`src/rtl/lock_key_tracker.sv`:
```
// rtl/lock_key_tracker.sv - per-channel lock-key tracker (toggle or momentary) with shift/capital flags.
// Toggle channels wait for release of their own key only; capital = caps lock XOR shift.
module lock_key_tracker #(
  parameter int                  N_CH           = 3,
  parameter logic [9*N_CH-1:0]   KEY_CODES      = {9'h07E, 9'h077, 9'h058},
  parameter logic [N_CH-1:0]     MOMENTARY_MASK = '0,
  parameter int                  CAPS_IDX       = 0,
  parameter logic [8:0]          LSHIFT_CODE    = 9'h012,
  parameter logic [8:0]          RSHIFT_CODE    = 9'h059
) (
  input  logic              clk,
  input  logic              rst,
  input  logic [511:0]      key_down,
  input  logic [8:0]        last_change,
  input  logic              key_valid,
  input  logic              clear_all,
  output logic [N_CH-1:0]   lock_state,
  output logic [N_CH-1:0]   lock_toggled,
  output logic              shift_held,
  output logic              capital
);

  typedef enum logic [1:0] {
    OFF      = 2'b00,
    ON_HELD  = 2'b01,
    ON       = 2'b10,
    OFF_HELD = 2'b11
  } ch_state_e;

  ch_state_e         state_q [N_CH];
  ch_state_e         state_d [N_CH];
  logic [N_CH-1:0]   lock_q, lock_d;
  logic [N_CH-1:0]   toggled_q, toggled_d;
  logic              shift_q, shift_d;
  logic              capital_q, capital_d;

  always_comb begin
    logic [8:0] code;
    logic       held;
    logic       press;
    for (int i = 0; i < N_CH; i++) begin
      code       = KEY_CODES[9*i +: 9];
      held       = key_down[code];
      press      = key_valid && (last_change == code) && held;
      state_d[i] = state_q[i];
      lock_d[i]  = 1'b0;
      if (MOMENTARY_MASK[i]) begin
        state_d[i] = OFF;
        lock_d[i]  = held;
      end else begin
        if (clear_all) begin
          state_d[i] = OFF;
        end else begin
          case (state_q[i])
            OFF:      if (press) state_d[i] = ON_HELD;
            ON_HELD:  if (!held) state_d[i] = ON;
            ON:       if (press) state_d[i] = OFF_HELD;
            OFF_HELD: if (!held) state_d[i] = OFF;
            default:             state_d[i] = OFF;
          endcase
        end
        // Lock is on exactly in ON_HELD and ON, i.e. when the two state bits differ.
        lock_d[i] = state_d[i][0] ^ state_d[i][1];
      end
    end
    toggled_d = lock_d ^ lock_q;
    shift_d   = key_down[LSHIFT_CODE] | key_down[RSHIFT_CODE];
    capital_d = lock_d[CAPS_IDX] ^ shift_d;
  end

  always_ff @(posedge clk or posedge rst) begin
    if (rst) begin
      for (int i = 0; i < N_CH; i++) state_q[i] <= OFF;
      lock_q    <= '0;
      toggled_q <= '0;
      shift_q   <= 1'b0;
      capital_q <= 1'b0;
    end else begin
      for (int i = 0; i < N_CH; i++) state_q[i] <= state_d[i];
      lock_q    <= lock_d;
      toggled_q <= toggled_d;
      shift_q   <= shift_d;
      capital_q <= capital_d;
    end
  end

  assign lock_state   = lock_q;
  assign lock_toggled = toggled_q;
  assign shift_held   = shift_q;
  assign capital      = capital_q;

endmodule
```
`config.mk`:
```
export PLATFORM = sky130hd
export DESIGN_NAME = lock_key_tracker
export DESIGN_NICKNAME = d
export VERILOG_FILES = /design/src/rtl/lock_key_tracker.sv
export SDC_FILE = /design/constraint.sdc
export NUM_CORES = 1
export LEC_CHECK = 0
export CAP_MARGIN = 20
export CORE_AREA = 2 2 209 211
export CTS_CLUSTER_DIAMETER = 60
export DETAILED_ROUTE_END_ITERATION = 12
export DIE_AREA = 0 0 211 213
export DONT_BUFFER_PORTS = 1
export MAX_ROUTING_LAYER = met4
export SETUP_SLACK_MARGIN = 0.5
export SYNTH_ARGS = -nofsm -noshare
export SYNTH_HDL_FRONTEND = slang
export SYNTH_SLANG_ARGS = --single-unit
```
`constraint.sdc`:
```
create_clock -name clk -period 1.8 [get_ports clk]
set_input_delay 0.36 -clock clk [delete_from_list [all_inputs] [get_ports clk]]
set_output_delay 0.36 -clock clk [all_outputs]
set_load 0.02 [all_outputs]
```
==> run summary, run 1 <==
Layout
- top library cells by usage in the layout, fill and taps aside: 14 x sky130_fd_sc_hd__dfrtp_1, 8 x sky130_fd_sc_hd__nor2b_1, 4 x sky130_fd_sc_hd__nand3b_1
- area of all placed cells without fillers: 0.00160 mm2
- number of nets in the layout: 603
- diode insertion count for antenna repair: 0
- synthesis-to-finish area growth: 97.8%
- Cell Count, Final, Fillers Out: 623
- leading cell type in the layout, fill and taps excluded: sky130_fd_sc_hd__dfrtp_1
- share of layout cells above drive strength 1: 24.7%

Timing
- share of the clock period used by the worst path after layout: 70.5%
- smallest hold slack: 53.2 ps
- number of setup violations in the final report: 0
- max-slew headroom at the worst pin: 62.4%
- Post-Route Skew: 2.48 ps
- time the worst path needs with I/O delays and setup: 1270 ps
- max-slew violation total from the final report: 0
- final sum of negative setup slack: 0 ps
- Worst Max-Slew Pin Slew: 563 ps
- RSZ-0062 raised after global routing: true
- Achievable Freq: 788 MHz
- Fin. Hold Viols: 0

Detailed routing
- via count normalized by instance count: 0.896
- detail-routed net length per standard cell: 3.16 um
- total DRC errors in the routed layout: 0
- final wirelength: 1970 um
- violation count after the first detailed-route iteration: 4
- number of vias in the routed layout: 558
- Antenna Violating Nets Remaining: 0
- number of iterations in the first detailed-routing pass: 3

Power
- share of total power in sequential cells: 39.5%
- leakage power summed over all cells: 0.412 nW
- post-layout power: 0.816 mW
- part of the total power dissipated in the clock network: 57.3%
- design internal power: 0.666 mW
- switching power: 0.150 mW
- worst voltage drop across the vdd grid: 0.605 mV
- Logic pwr share: 3.2%
- switching fraction of total power: 18.4%
- Cell Pwr Density: 510 mW/mm2

Yosys
- post-synthesis sequential element count: 14
- most area-hungry cell type in the Yosys netlist: sky130_fd_sc_hd__dfrtp_1
- post-synth net total: 599
- Post-synth ARST share: 100%
- area fraction of the dominant cell type after synthesis: 43.3%
- post-synthesis sequential area ratio: 43.3%
- mean post-synth cell area: 10.9 um2
- cell types occupying the most area after synthesis: sky130_fd_sc_hd__dfrtp_1 43%, sky130_fd_sc_hd__nor2b_1 7.7%, sky130_fd_sc_hd__xor3_1 5.9%
- post-synthesis cell count: 74
- distinct cell type count after synthesis: 29
- most frequently used flop master after synthesis: sky130_fd_sc_hd__dfrtp_1
- number of flops mapped to enable cells by yosys: 0
- number of warnings reported in the yosys synthesis log: 0
- Synth Cell Area: 808 um2

Clock tree
- insertion delay to the later sink of the worst-skew pair: 240 ps
- clock sink count: 14
- TritonCTS buffer count: 3
- CTS tree: built
- maximum count of clock buffers along a single path: 2
- H-tree lvl count: 1
- clock root buffer: sky130_fd_sc_hd__clkbuf_16
- clock transition at the register clock pins on the worst setup and hold paths after CTS: 50 ps

Critical path
- cells on worst reg2reg path: 3
- launch instance of the worst register-to-register path: state_q[4]
- worst endpoint data arrival time: 1390 ps
- end of the worst register-to-register path: lock_toggled[0]
- Crit path largest cell delay: 370 ps
- start-to-end type of the worst setup path: reg -> reg
- Setup crit start kind: register
- Critical Path RT: 1920 ps
- slack of the worst reg-to-reg path: 530 ps
- cell-by-cell listing of the critical path: a41o_1, and3_2, xor3_1
- Worst setup EP type: register
- critical-path cell with the highest stage delay: sky130_fd_sc_hd__dfrtp_1
- peak fanout along the critical path: 4

Placed design
- half-perimeter wire length after placement: 1580 um
- Placed Area: 0.00149 mm2
- number of instances in the placed design: 618
- total of buffers placed on input and output ports: 0
- weighted congestion reported at the end of routability-driven placement: 0.631

GRT
- maximum number of pins on one net before global-route repair: 15
- wire length of the first global-routing pass: 2890 um
- GRT Resource Usage Total: 0.892%
- via count of the first global-routing pass: 532
- number of antenna violations at the first check in global routing: 0
- total gr overflow: 0

Floorplanning
- vertical extent of the die: 213 um
- die width: 211 um
- io pins: 533
- total die area: 0.0449 mm2
- Initial Utilization: 1.89%
- cell row count: 76
- core area: 0.0427 mm2

Status
- result of the run: finished, final reports clean

Run
- max-cap check violation count: 0

Worst hold path
- Worst Hold Class: in -> async

power groups by stage:
| stage | registers, mW | logic, mW | clock network (mW) |
|---|---|---|---|
| final | 0.323 | 0.0257 | 0.468 |
| after global placement | 0.327 | 0.0251 | 0 |
| after detailed placement | 0.327 | 0.0257 | 0 |
| after floorplan | 0.327 | 0.0236 | 0 |
| after CTS | 0.322 | 0.0257 | 0.483 |
| after global routing | 0.322 | 0.0290 | 0.492 |
registers in the layout, summed over array words and instances (netlist names):
register / count
capital: 1
lock_state: 3
lock_toggled: 3
shift_held: 1
state_q: 6
cells by family (layout without fill, tap and decap cells):
| kind of cell | count (synthesis) | in the layout | share of synthesized area [%] |
|---|---|---|---|
| simple gates | 34 | 34 | 27.1 |
| flops | 14 | 14 | 43.3 |
| compound gates | 11 | 11 | 9.91 |
| xor+xnor | 6 | 6 | 10.2 |
| buf+inv | 5 | 8 | 4.18 |
| mux | 4 | 4 | 5.26 |
how the worst max path moves through the flow:
stage	end	depth (start not counted)	from	slack (ps)
after floorplan	lock_toggled[1]	5	last_change[7]	360
after global placement	lock_toggled[1]	4	last_change[7]	300
after detailed placement	lock_toggled[1]	4	last_change[7]	280
after CTS	lock_toggled[1]	4	state_q[3]	500
after global routing	lock_toggled[1]	4	state_q[3]	490
final	lock_toggled[0]	3	state_q[4]	530
synthesized netlist by cell type (2+ instances only):
| cell type | count |
|---|---|
| sky130_fd_sc_hd__o21ai_0 | 2 |
| sky130_fd_sc_hd__nor3b_1 | 2 |
| sky130_fd_sc_hd__xnor2_1 | 3 |
| sky130_fd_sc_hd__buf_6 | 2 |
| sky130_fd_sc_hd__nand4b_1 | 2 |
| sky130_fd_sc_hd__a211oi_1 | 2 |
| sky130_fd_sc_hd__and3_1 | 2 |
| sky130_fd_sc_hd__nor2_1 | 3 |
| sky130_fd_sc_hd__inv_1 | 2 |
| sky130_fd_sc_hd__mux2i_1 | 2 |
| sky130_fd_sc_hd__dfrtp_1 | 14 |
| sky130_fd_sc_hd__nand3_1 | 2 |
| sky130_fd_sc_hd__nand2_1 | 2 |
| sky130_fd_sc_hd__a21oi_1 | 2 |
| sky130_fd_sc_hd__nand3b_1 | 4 |
| sky130_fd_sc_hd__mux2_2 | 2 |
| sky130_fd_sc_hd__nor2b_1 | 10 |
| sky130_fd_sc_hd__o21a_1 | 2 |
| sky130_fd_sc_hd__and2_1 | 2 |
| sky130_fd_sc_hd__o21ba_2 | 2 |
| sky130_fd_sc_hd__xor3_1 | 2 |
layout make-up:
cell class	instances	area, um2
Clock buffer	4	88.8
Fill cell	5009	41100
Inverter	2	7.51
Tap cell	546	683
Multi-Input combinational cell	55	454
Sequential cell	14	350
Timing Repair Buffer	2	15.0
layer usage:
metal	vias up	part of all wire (%)	track usage [%]
met1	266	46	1.05
met2	26	43	1.28
met3	2	11	0.500
met5	-	0	-
li1	264	-	-
met4	0	0.51	0.291
per-stage QoR:
step | setup slack, ps | util, %
floorplan | 356 | -
global placement | 296 | 3.50
detailed placement | 283 | 3.50
CTS | 504 | 3.72
global route | 490 | 3.75
finish | 530 | 3.75
critical path, delay by kind of cell (launching register included):
kind                      cells  cell delay, ps
DFF                           1             370
and+or+nand+nor               1             240
xor gates and xnor gates      1             350
AOI/OAI and AO/OA             1             190
what timing repair did:
action	CTS	global route
pin swaps	1	3
setup buffers	1	0
endpoints found under the setup margin	2	4
hold buffers	0	0
resized for setup	0	4
Power figures use the tool's default switching activity.
==> inputs of run 2 (changes only) <==
--- a/config.mk
+++ b/config.mk
@@ -6,10 +6,10 @@
 export NUM_CORES = 1
 export LEC_CHECK = 0
 export CAP_MARGIN = 20
-export CORE_AREA = 2 2 209 211
+export CORE_AREA = 2 2 208 210
 export CTS_CLUSTER_DIAMETER = 60
 export DETAILED_ROUTE_END_ITERATION = 12
-export DIE_AREA = 0 0 211 213
+export DIE_AREA = 0 0 210 212
 export DONT_BUFFER_PORTS = 1
 export MAX_ROUTING_LAYER = met4
 export SETUP_SLACK_MARGIN = 0.5
==> constraint.sdc (replaced) <==
create_clock -name clk -period 1.1 [get_ports clk]
set_input_delay 0.22 -clock clk [delete_from_list [all_inputs] [get_ports clk]]
set_output_delay 0.22 -clock clk [all_outputs]
set_load 0.02 [all_outputs]
==> run 2 against run 1 <==
  * The run now ends with negative hold slack, negative setup slack left
  * Largest power group unchanged
  * Clock skew fell by 1.7 ps
  * Sequential power rose by 63%
  * Sequential cell count did not move
  * First-iteration DRC count rose by 50%
  * Global-route usage rose by 0.23 points
  * Count of clock-buffer cells in the layout did not move
  * Maximum frequency barely moved
  * Core utilization rose by 0.69 points
  * Design area rose by 18%
  * Non-clock buffer count rose by 19
==> run summary, run 2 (synthesized netlist as in run 1, its figures left out) <==
Status
- result of the run: finished, violations left, was finished, final reports clean
- violated checks: negative hold slack, negative setup slack

Layout
- number of nets in the layout: 622, was 603
- Cell Count, Final, Fillers Out: 642, was 623
- area of all placed cells without fillers: 0.00189 mm2, was 0.00160 mm2
- top library cells by usage in the layout, fill and taps aside: 13 x sky130_fd_sc_hd__buf_6, 9 x sky130_fd_sc_hd__dfrtp_2, 8 x sky130_fd_sc_hd__buf_4, was 14 x sky130_fd_sc_hd__dfrtp_1, 8 x sky130_fd_sc_hd__nor2b_1, 4 x sky130_fd_sc_hd__nand3b_1
- diode insertion count for antenna repair: 0, unchanged
- Largest register FFs: 6, unchanged
- share of layout cells above drive strength 1: 59.4%, was 24.7%
- share of the core filled with cells: 4.44%, was 3.75%
- synthesis-to-finish area growth: 133%, was 97.8%
- register with the most flip-flops: state_q, unchanged
- leading cell type in the layout, fill and taps excluded: sky130_fd_sc_hd__buf_6, was sky130_fd_sc_hd__dfrtp_1

Detailed routing
- routed length on met2: 1180 um, was 852 um
- final wirelength: 2420 um, was 1970 um
- violation count after the first detailed-route iteration: 6, was 4
- total DRC errors in the routed layout: 0, unchanged
- Metal-1 WL: 1040 um, was 897 um
- detailed route wirelength on metal3: 176 um, was 208 um
- number of vias in the routed layout: 646, was 558
- via count normalized by instance count: 1.01, was 0.896
- Antenna Violating Nets Remaining: 0, unchanged
- number of iterations in the first detailed-routing pass: 3, unchanged
- top layer used by detailed routing: met4, unchanged
- detail-routed net length per standard cell: 3.78 um, was 3.16 um

Floorplanning
- cell row count: 76, unchanged
- core area: 0.0425 mm2, was 0.0427 mm2
- Initial Utilization: 1.90%, was 1.89%
- io pins: 533, unchanged
- die width: 210 um, was 211 um
- vertical extent of the die: 212 um, was 213 um
- total die area: 0.0445 mm2, was 0.0449 mm2

Clock tree
- insertion delay to the later sink of the worst-skew pair: 240 ps, about the same
- maximum count of clock buffers along a single path: 2, unchanged
- TritonCTS buffer count: 3, unchanged
- H-tree lvl count: 1, unchanged
- clock transition at the register clock pins on the worst setup and hold paths after CTS: 50 ps, about the same
- clock sink count: 14, unchanged
- CTS tree: built, unchanged
- clock root buffer: sky130_fd_sc_hd__clkbuf_16, unchanged

Critical path
- delay-heaviest family, CP: XOR/XNOR gates, was flip-flops
- critical-path cell with the highest stage delay: sky130_fd_sc_hd__dfrtp_1, unchanged
- Crit path largest cell delay: 370 ps, about the same
- cells on worst reg2reg path: 4, was 3
- Critical Path RT: 1220 ps, was 1920 ps
- peak fanout along the critical path: 4, unchanged
- Buffers & Inverters on Critical Path: 0, unchanged
- Setup crit start kind: register, unchanged
- cell-by-cell listing of the critical path: nor2b_4, xnor2_2, nor2_4, xor3_1, was a41o_1, and3_2, xor3_1
- number of gates on the worst path with buffers counted: 4, was 3
- worst endpoint data arrival time: 1390 ps, about the same
- start-to-end type of the worst setup path: reg -> reg, unchanged
- Worst setup EP type: register, unchanged

Timing
- Worst Max-Slew Pin Slew: 307 ps, was 563 ps
- max-slew violation total from the final report: 0, unchanged
- smallest hold slack: -144 ps, was 53.2 ps
- Fin. Hold Viols: 14, was 0
- share of the clock period used by the worst path after layout: 115%, was 70.5%
- RSZ-0062 raised after global routing: true, unchanged
- Achievable Freq: 788 MHz, about the same
- time the worst path needs with I/O delays and setup: 1270 ps, about the same
- fin worst setup slack: -169 ps, was 530 ps
- Post-Route Skew: 0.783 ps, was 2.48 ps
- number of setup violations in the final report: 5, was 0
- max-slew headroom at the worst pin: 79.5%, was 62.4%

Power
- share of total power in sequential cells: 39.1%, was 39.5%
- leakage power summed over all cells: 0.517 nW, was 0.412 nW
- switching fraction of total power: 18.4%, about the same
- design internal power: 1.10 mW, was 0.666 mW
- worst voltage drop across the vdd grid: 0.655 mV, was 0.605 mV
- post-layout power: 1.35 mW, was 0.816 mW
- Logic pwr share: 4.0%, was 3.2%
- Cell Pwr Density: 716 mW/mm2, was 510 mW/mm2
- part of the total power dissipated in the clock network: 56.8%, was 57.3%
- switching power: 0.249 mW, was 0.150 mW

Worst hold path
- Worst Hold Class: in -> async, unchanged

Placed design
- number of instances in the placed design: 629, was 618
- placement-stage worst setup slack: -240 ps, was 283 ps
- Placed Area: 0.00159 mm2, was 0.00149 mm2
- half-perimeter wire length after placement: 1840 um, was 1580 um
- weighted congestion reported at the end of routability-driven placement: 0.653, was 0.631
- total of buffers placed on input and output ports: 0, unchanged

GRT
- maximum number of pins on one net before global-route repair: 15, unchanged
- GRT Resource Usage Total: 1.13%, was 0.892%
- number of antenna violations at the first check in global routing: 1, was 0
- total gr overflow: 0, unchanged
- wire length of the first global-routing pass: 3710 um, was 2890 um
- via count of the first global-routing pass: 689, was 532

Run
- max-cap check violation count: 0, unchanged

run 2: metrics by stage:
step	hold slack, ps	TNS [ps]
2_1_floorplan	109	-1000
3_3_place_gp	121	-1320
3_5_place_dp	124	-1480
4_1_cts	-140	-538
5_1_grt	-117	-924
6_report	-144	-566
run 2: repair_timing:
item | CTS | global route
hold endpoints to repair | 14 | 14
endpoints found under the setup margin | 21 | 21
setup buffers | 7 | 2
gates cloned | 0 | 0
pin swaps | 8 | 6
gates resized for setup | 26 | 15
run 2: cell type report:
type | instances | area (um2)
Fill cell | 4966 | 40600
Tap cell | 546 | 683
Sequential cell | 14 | 362
Clock buffer | 4 | 88.8
Multi-Input combinational cell | 55 | 538
Timing Repair Buffer | 21 | 206
Inverter | 2 | 7.51
run 2: worst paths after layout:
path,from,to,slack (ps)
min,rst,shift_held,-140
min in group clk,clear_all,state_q[3],30
max reg2reg,state_q[4],capital,-170
max,state_q[4],capital,-170
min reg2reg,state_q[2],state_q[2],570
max in group asynchronous,rst,lock_toggled[2],1060
run 2: metal layers:
layer,track usage (%),vias to the layer above
met5,-,-
met1,1.28,315
met4,0.440,0
li1,-,301
met3,0.310,3
met2,1.89,27
run 2: power groups by stage:
stage / combinational (mW) / sequential, mW / clock [mW]
after floorplan: 0.0398 / 0.535 / 0
after global placement: 0.0528 / 0.536 / 0
after detailed placement: 0.0540 / 0.535 / 0
after CTS: 0.0556 / 0.528 / 0.791
after global routing: 0.0617 / 0.528 / 0.813
final: 0.0546 / 0.528 / 0.767
==> inputs of run 3 (changes only) <==
--- a/config.mk
+++ b/config.mk
@@ -5,6 +5,7 @@
 export SDC_FILE = /design/constraint.sdc
 export NUM_CORES = 1
 export LEC_CHECK = 0
+export ABC_CLOCK_PERIOD_IN_PS = 1100
 export CAP_MARGIN = 20
 export CORE_AREA = 2 2 208 210
 export CTS_CLUSTER_DIAMETER = 60
==> results of run 3 <==
The final DEF is identical to that of run 2; final timing and power are the same.
